File: config.mk
export PLATFORM = sky130hd
export DESIGN_NAME = pipe_stage_gen
export DESIGN_NICKNAME = d
export VERILOG_FILES = /design/src/rtl/pipe_stage_gen.sv
export SDC_FILE = /design/constraint.sdc
export NUM_CORES = 2
export LEC_CHECK = 0
export BUFFER_PORTS_ARGS = -buffer_cell sky130_fd_sc_hd__buf_2
export CAP_MARGIN = 5
export CORE_MARGIN = 2
export CORE_UTILIZATION = 45
export DETAILED_ROUTE_END_ITERATION = 8
export GPL_TIMING_DRIVEN = 1
export PLACE_DENSITY_LB_ADDON = 0.08
export SLEW_MARGIN = 30
export SYNTH_ARGS = -nofsm -noshare
export SYNTH_HDL_FRONTEND = slang
export SYNTH_SLANG_ARGS = --single-unit
File: constraint.sdc
create_clock -name CLK_i -period 10.7 [get_ports CLK_i]
set_clock_uncertainty 0.1 [all_clocks]
set_input_delay 2.14 -clock CLK_i [delete_from_list [all_inputs] [get_ports CLK_i]]
set_output_delay 2.14 -clock CLK_i [all_outputs]
set_load 0.05 [all_outputs]
File: src/rtl/pipe_stage_gen.sv
// Two-register scale/round/saturate pipeline across LANES signed lanes. A stall freezes everything.
// Each beat carries a stage tag and a boundary bit, and finished_o marks the close of a full pass.
module pipe_stage_gen #(
    parameter int LANES   = 4,
    parameter int DW      = 16,
    parameter int SW      = 16,
    parameter int NSTAGES = 4,
    parameter int MODE_W  = 2
) (
    input  logic                         CLK_i,
    input  logic                         RST_i,
    input  logic                         stall_i,
    input  logic                         in_valid_i,
    output logic                         in_ready_o,
    input  logic                         stage_boundary_i,
    input  logic [LANES*DW-1:0]          operand_i,
    input  logic [SW-1:0]                scale_i,
    input  logic [$clog2(DW+SW)-1:0]     norm_n_i,
    input  logic [$clog2(LANES)-1:0]     pos_i,
    input  logic [NSTAGES*MODE_W-1:0]    mode_table_i,
    output logic                         out_valid_o,
    output logic [LANES*DW-1:0]          operand1_o,
    output logic [DW-1:0]                operand2_o,
    output logic [$clog2(NSTAGES)-1:0]   stage_o,
    output logic [MODE_W-1:0]            mode_o,
    output logic                         finished_o
);

    localparam int PW  = DW + SW;
    localparam int NW  = $clog2(DW + SW);
    localparam int PSW = $clog2(LANES);
    localparam int TW  = $clog2(NSTAGES);
    localparam logic [TW-1:0]      LAST_STG = TW'(NSTAGES - 1);
    localparam logic signed [PW:0] SAT_MAX  = $signed({{(PW-DW+2){1'b0}}, {(DW-1){1'b1}}});
    localparam logic signed [PW:0] SAT_MIN  = ~SAT_MAX;

    // One guard bit above the product keeps the rounding add from overflowing.
    function automatic logic signed [PW:0] round_shift(input logic signed [PW-1:0] p,
                                                       input logic [NW-1:0] n);
        logic signed [PW:0] ext;
        logic signed [PW:0] half;
        ext  = {p[PW-1], p};
        half = $signed(({{PW{1'b0}}, 1'b1} << n) >> 1);
        return (ext + half) >>> n;
    endfunction

    function automatic logic signed [DW-1:0] saturate(input logic signed [PW:0] v);
        if (v > SAT_MAX)      return {1'b0, {(DW-1){1'b1}}};
        else if (v < SAT_MIN) return {1'b1, {(DW-1){1'b0}}};
        else                  return v[DW-1:0];
    endfunction

    logic                   w_accept;
    logic signed [PW-1:0]   w_prod [LANES];
    logic signed [DW-1:0]   w_res  [LANES];

    logic                   r_vld_p1;
    logic [TW-1:0]          r_cnt;
    logic signed [PW-1:0]   r_prod_p1 [LANES];
    logic [NW-1:0]          r_n_p1;
    logic [PSW-1:0]         r_pos_p1;
    logic [TW-1:0]          r_tag_p1;
    logic                   r_bnd_p1;

    logic                   r_vld_p2;
    logic signed [DW-1:0]   r_res_p2 [LANES];
    logic [DW-1:0]          r_op2_p2;
    logic [TW-1:0]          r_stage_p2;
    logic [MODE_W-1:0]      r_mode_p2;
    logic                   r_bnd_p2;

    assign in_ready_o = !stall_i;
    assign w_accept   = in_valid_i && !stall_i;

    always_comb begin
        for (int k = 0; k < LANES; k++) begin
            w_prod[k] = $signed({{SW{operand_i[k*DW+DW-1]}}, operand_i[k*DW +: DW]})
                      * $signed({{DW{scale_i[SW-1]}}, scale_i});
        end
    end

    // ---- S1: product, per-beat shift/lane select, stage tag ----
    always_ff @(posedge CLK_i or negedge RST_i) begin
        if (!RST_i) begin
            r_vld_p1 <= 1'b0;
            r_cnt    <= '0;
        end else if (!stall_i) begin
            r_vld_p1 <= in_valid_i;
            if (in_valid_i && stage_boundary_i)
                r_cnt <= (r_cnt == LAST_STG) ? '0 : r_cnt + 1'b1;
        end
    end

    always_ff @(posedge CLK_i) begin
        if (w_accept) begin
            for (int k = 0; k < LANES; k++) r_prod_p1[k] <= w_prod[k];
            r_n_p1   <= norm_n_i;
            r_pos_p1 <= pos_i;
            r_tag_p1 <= r_cnt;
            r_bnd_p1 <= stage_boundary_i;
        end
    end

    always_comb begin
        for (int k = 0; k < LANES; k++) w_res[k] = saturate(round_shift(r_prod_p1[k], r_n_p1));
    end

    // ---- S2: rounded, saturated result; data only updates on real beats ----
    always_ff @(posedge CLK_i or negedge RST_i) begin
        if (!RST_i) begin
            r_vld_p2   <= 1'b0;
            for (int k = 0; k < LANES; k++) r_res_p2[k] <= '0;
            r_op2_p2   <= '0;
            r_stage_p2 <= '0;
            r_mode_p2  <= '0;
            r_bnd_p2   <= 1'b0;
        end else if (!stall_i) begin
            r_vld_p2 <= r_vld_p1;
            if (r_vld_p1) begin
                for (int k = 0; k < LANES; k++) r_res_p2[k] <= w_res[k];
                r_op2_p2   <= w_res[r_pos_p1];
                r_stage_p2 <= r_tag_p1;
                r_mode_p2  <= mode_table_i[r_tag_p1*MODE_W +: MODE_W];
                r_bnd_p2   <= r_bnd_p1;
            end
        end
    end

    for (genvar g = 0; g < LANES; g++) begin : g_out
        assign operand1_o[g*DW +: DW] = r_res_p2[g];
    end

    assign out_valid_o = r_vld_p2;
    assign operand2_o  = r_op2_p2;
    assign stage_o     = r_stage_p2;
    assign mode_o      = r_mode_p2;
    assign finished_o  = r_vld_p2 && r_bnd_p2 && (r_stage_p2 == LAST_STG);

endmodule

# Word level (Yosys, flattened, before mapping)
# Memories as Yosys holds them, arrays and structs flattened.
# Index checks and enable logic that the tools add are counted.
totals:
  in_bits: 100
  ramBits: 128
  mem_count: 1
  out_inout_bits: 87
  wordCells: 65
  register_bits: 99
memory_table:
  columns: ["name", "words", "width", "rd", "rd_clocked_by_memory_dff", "write_ports", "line", "rtl"]
  rows:
  - ["r_prod_p1", 4, 32, 4, 0, 4, "59", "logic signed [PW-1:0] r_prod_p1 [LANES];"]
op_classes:
  muxes: 14
  mul: 4
  reduce_logical: 7
  bitwise_logic: 2
  eq_ne: 2
  addsub: 5
  shift: 6
  magnitude_cmp: 9
ops:
  columns: ["operator", "n"]
  rows:
  - ["$mux 16", 10]
  - ["$add 32x33->33", 4]
  - ["$gt 33x16->1 const B", 4]
  - ["$lt 33x16->1 const B", 4]
  - ["$sshr 33x5->33", 4]
  - ["$mul 16x16->32", 4]
  - ["$shl 1x5->33 const A", 1]
  - ["$bmux 16 s2", 1]
  - ["$shiftx 8x4->2", 1]
  - ["$eq 2x2->1 const B", 2]
  - ["$logic_and 1x1->1", 4]
  - ["$reduce_and 2->1", 2]
  - ["$ge 3x3->1 const B", 1]
  - ["$not 2->3", 1]
  - ["$add 2x1->2 const B", 1]
  - ["$mux 1", 2]
  - ["$mux 2", 1]
  - ["$logic_not 1->1", 1]
  - ["$not 1->1", 1]

# Longest topological paths before layout
depth:
  ltp_word: 9
  depth_mapped: 31
  ltp_nobuf: 27

# Worst setup path after synthesis
# Ideal clock, no wire load.
synth_path:
  path_kind: "input to register"
  startpoint: "input port stall_i"
  endpoint: "register r_cnt[1]"
  required_ps: 10472
  t_arrival_ps: 9477
  slack_ps: 994
  stages: 3
  n_path_buf: 0
  cell_sequence: "nor2b_1 > nand2_1 > mux2_2"
synth_via:
  elab_chain_len: 2
synth_rtl:
  columns: ["item", "line", "rtl"]
  rows:
  - ["start: declaration", "12", "input logic stall_i,"]
  - ["$not 1->1 (no line)", null, null]
  - ["$reduce_and 2->1 (no line)", null, null]
  - ["end signal: assignment", "90", "r_cnt <= (r_cnt == LAST_STG) ? '0 : r_cnt + 1'b1;"]
  - ["end: declaration", "58", "logic [TW-1:0] r_cnt;"]
# Every way passes these cells.
# A chain may end at the register's enable or synchronous reset.

==> flow_summary.yaml <==
final_layout:
  drive_gt1_frac: 0.07606
  nFillCells: 14310
  fin_area_mm2: 0.06887
  finalNetCount: 9062
  area_growth_syn_to_layout_pct: 5.265
logic_synthesis:
  synthDistinctLibCells: 139
  synth_fp_nets: 9197
  syn-cell-area_mm2: 0.06543
  post_synth_inst_count: 7632
  synth_edf_count: 138
  syn_avg_cell_area_um2: 8.572
  yosys_register_bits: 227
  synth_area_leaders: "fa_1 32%, ha_1 8.0%, inv_1 6.9%"
  yosysTopAreaCell: "fa_1"
  synthArstFlopShare: 0.3921
  ys_seq_area_frac: 0.09738
  yosys_warnings: 0
  ys.flop_type: "edfxtp_1"
  synth_top_area_frac: 0.3207
detailed_routing:
  wl_um: 222000
  ant_nets: 0
  vias: 54800
  vias_per_cell: 5.812
  wl_per_cell_um: 23.55
  drc_errors: 0
  drt_first_pass_iters: 6
  first_iter_violations: 4905
global_route:
  antenna_found_initial: 14
  grt_max_degree: 127
  track_usage: 0.3019
  grt_pass1_wl_um: 343600
  first_global_vias: 55610
  grt_overflow_total: 0
floorplan:
  start_util: 0.4543
  fp.dieH_um: 385.3
  design.core.area_mm2: 0.1440
  fp-row-count: 139
  die_x_um: 385.3
  pin_count: 187
  dieArea_mm2: 0.1485
critical_path:
  setup.worst_path.end_class: "flip-flop"
  cp_data_arrival_time_ns: 9.48
  crit_slowest_cell: "buf_2"
  cpMostUsedCell: "fa_1"
  setup.worst_path.class: "in -> reg"
  start_kind: "input port"
  worst_path_largest_cell_delay_ns: 0.58
  critPathMaxFanout: 34
  reg2regPathDepth: 22
  required_ns: 10.91
  crit_chain: "buf_2, nand2_1, fa_1, inv_1, fa_1, inv_1, fa_1, fa_1, inv_1, fa_1, inv_1, fa_1, inv_1, ha_1, o21ai_0, o21ai_0, nand2_1, o21ai_0, o41ai_1, buf_4, o21ai_0, nor4_1, o41ai_1, xor2_1"
sta:
  worst_pin_slew_ns: 1.071
  finalSetupTns_ns: 0
  setup_violations: 0
  post-route-period-util: 0.8663
  drv_slew: 0
  hold_viol: 0
  rsz0062_at_grt: "no"
  period_minus_slack_ns: 9.269
  relSlewSlack: 0.2836
  worst_slack_ns: 1.431
  max_freq_mhz: 107.9
clocking:
  ctsHoldBuffers: 0
  cts_inserted_buffers: 30
  postCtsResizedCells: 0
  insertion_delay_ns: 0.64
  htree_levels: 1
  cts_tree: "yes"
  cts_buffer_depth: 3
  cts_setup_buffers: 0
  clock-sinks: 227
  clkTransAtPathRegs_ns: 0.06
  root_buffer: "clkbuf_16"
outcome:
  status: "complete, no violations"
flow_run:
  cap_violations: 0
placement:
  dp_slack_ns: 0.9135
  place_hpwl_um: 177800
  port_buffers: 186
  routabilityCongestion: 0.9656
  post_dp_cell_area_mm2: 0.06782
hold_path:
  worstHoldPathType: "reg -> reg"
  holdPathStages: 2
per-stage QoR:
step | utilization | hold WS [ns] | cells
finish | 0.4783 | 0.3480 | 9428
global route | 0.4782 | 0.3616 | 9424
CTS | 0.4780 | 0.3543 | 9423
detailed placement | 0.4709 | 0.3384 | 9368
global placement | 0.4708 | 0.3227 | 9368
floorplan | - | 0.3146 | 7632
worst max-delay path: cells and delay by family:
kind,cells,cell delay (ns)
simple gates,3,0.41
buf+inv,7,0.99
xor+xnor,1,0.57
compound gates,6,1.96
fa+ha+maj,7,3.39
cells by family after synthesis:
logic type               Yosys count  share of synthesized area
adder cells (fa/ha/maj)         1473                     0.4017
XOR/XNOR                         249                    0.03356
AO/OA/AOI/OAI                   1483                     0.1611
AND/OR/NAND/NOR                 2386                     0.1796
buffers and inverters           1658                    0.09809
multiplexers                     156                    0.02857
flip-flops                       227                    0.09738
sequential cells by signal, indices dropped and copies added, names as in the netlist:
name,flops
mode_o,2
operand1_o,64
operand2_o,16
out_valid_o,1
r_bnd_p1,1
r_bnd_p2,1
r_cnt,2
r_n_p1,5
r_pos_p1,2
r_prod_p1,128
r_tag_p1,2
r_vld_p1,1
stage_o,2
metal layers:
metal / global-route usage / part of all wire / wire length [um] / vias to the layer above
met1: 0.4254 / 0.44 / 98030 / 27430
met5: 0 / 0.00019 / 42 / -
met2: 0.4706 / 0.44 / 98420 / 1987
met4: 0.1220 / 0.047 / 10330 / 8
li1: - / - / - / 25000
met3: 0.03809 / 0.068 / 15180 / 373
area by class of cell:
cell class | count | area (um^2) | area share
Antenna cell | 5 | 12.51 | 0.0001817
Tap cell | 1903 | 2381 | 0.03457
Clock buffer | 34 | 765.7 | 0.01112
Sequential cell | 227 | 6371 | 0.09251
Inverter | 1201 | 4514 | 0.06555
Multi-Input combinational cell | 5747 | 52740 | 0.7657
Timing Repair Buffer | 290 | 1831 | 0.02658
Clock inverter | 21 | 257.7 | 0.003743
placed cells by master, fill, tap and decap left out, types with 185 or more instances in the layout:
cell	instances
nor2_1	324
fa_1	1048
inv_1	1195
ha_1	415
and2_1	460
a21oi_1	316
buf_2	185
xnor2_1	189
o21ai_0	248
nand2_1	933
worst paths after layout:
| kind | from | end | slack (ns) |
|---|---|---|---|
| setup / recovery | scale_i[1] | r_prod_p1[2][26] | 1.43 |
| hold / removal | r_bnd_p1 | r_bnd_p2 | 0.35 |
| setup reg to reg | r_n_p1[1] | operand2_o[4] | 2.40 |
| hold reg to reg | r_bnd_p1 | r_bnd_p2 | 0.35 |
| max in group asynchronous | RST_i | mode_o[0] | 8.29 |
| min in group asynchronous | RST_i | operand1_o[2] | 1.28 |
cell usage after synthesis, drive strengths merged, types with 58 or more instances:
cell type	number
nand2	936
a21o	105
o211ai	62
a31oi	68
nand3	124
and2	466
o21ai	271
xnor2	191
dfrtp	89
edfxtp	138
buf	94
nor3	137
clkbuf	363
a211oi	112
a21oi	323
mux2i	90
xor2	58
nor2	336
fa	1048
inv	1198
ha	417
nand2b	82
Power is not shown: default switching activity piles up to over one toggle a cycle in this logic, so the estimate is an artifact.
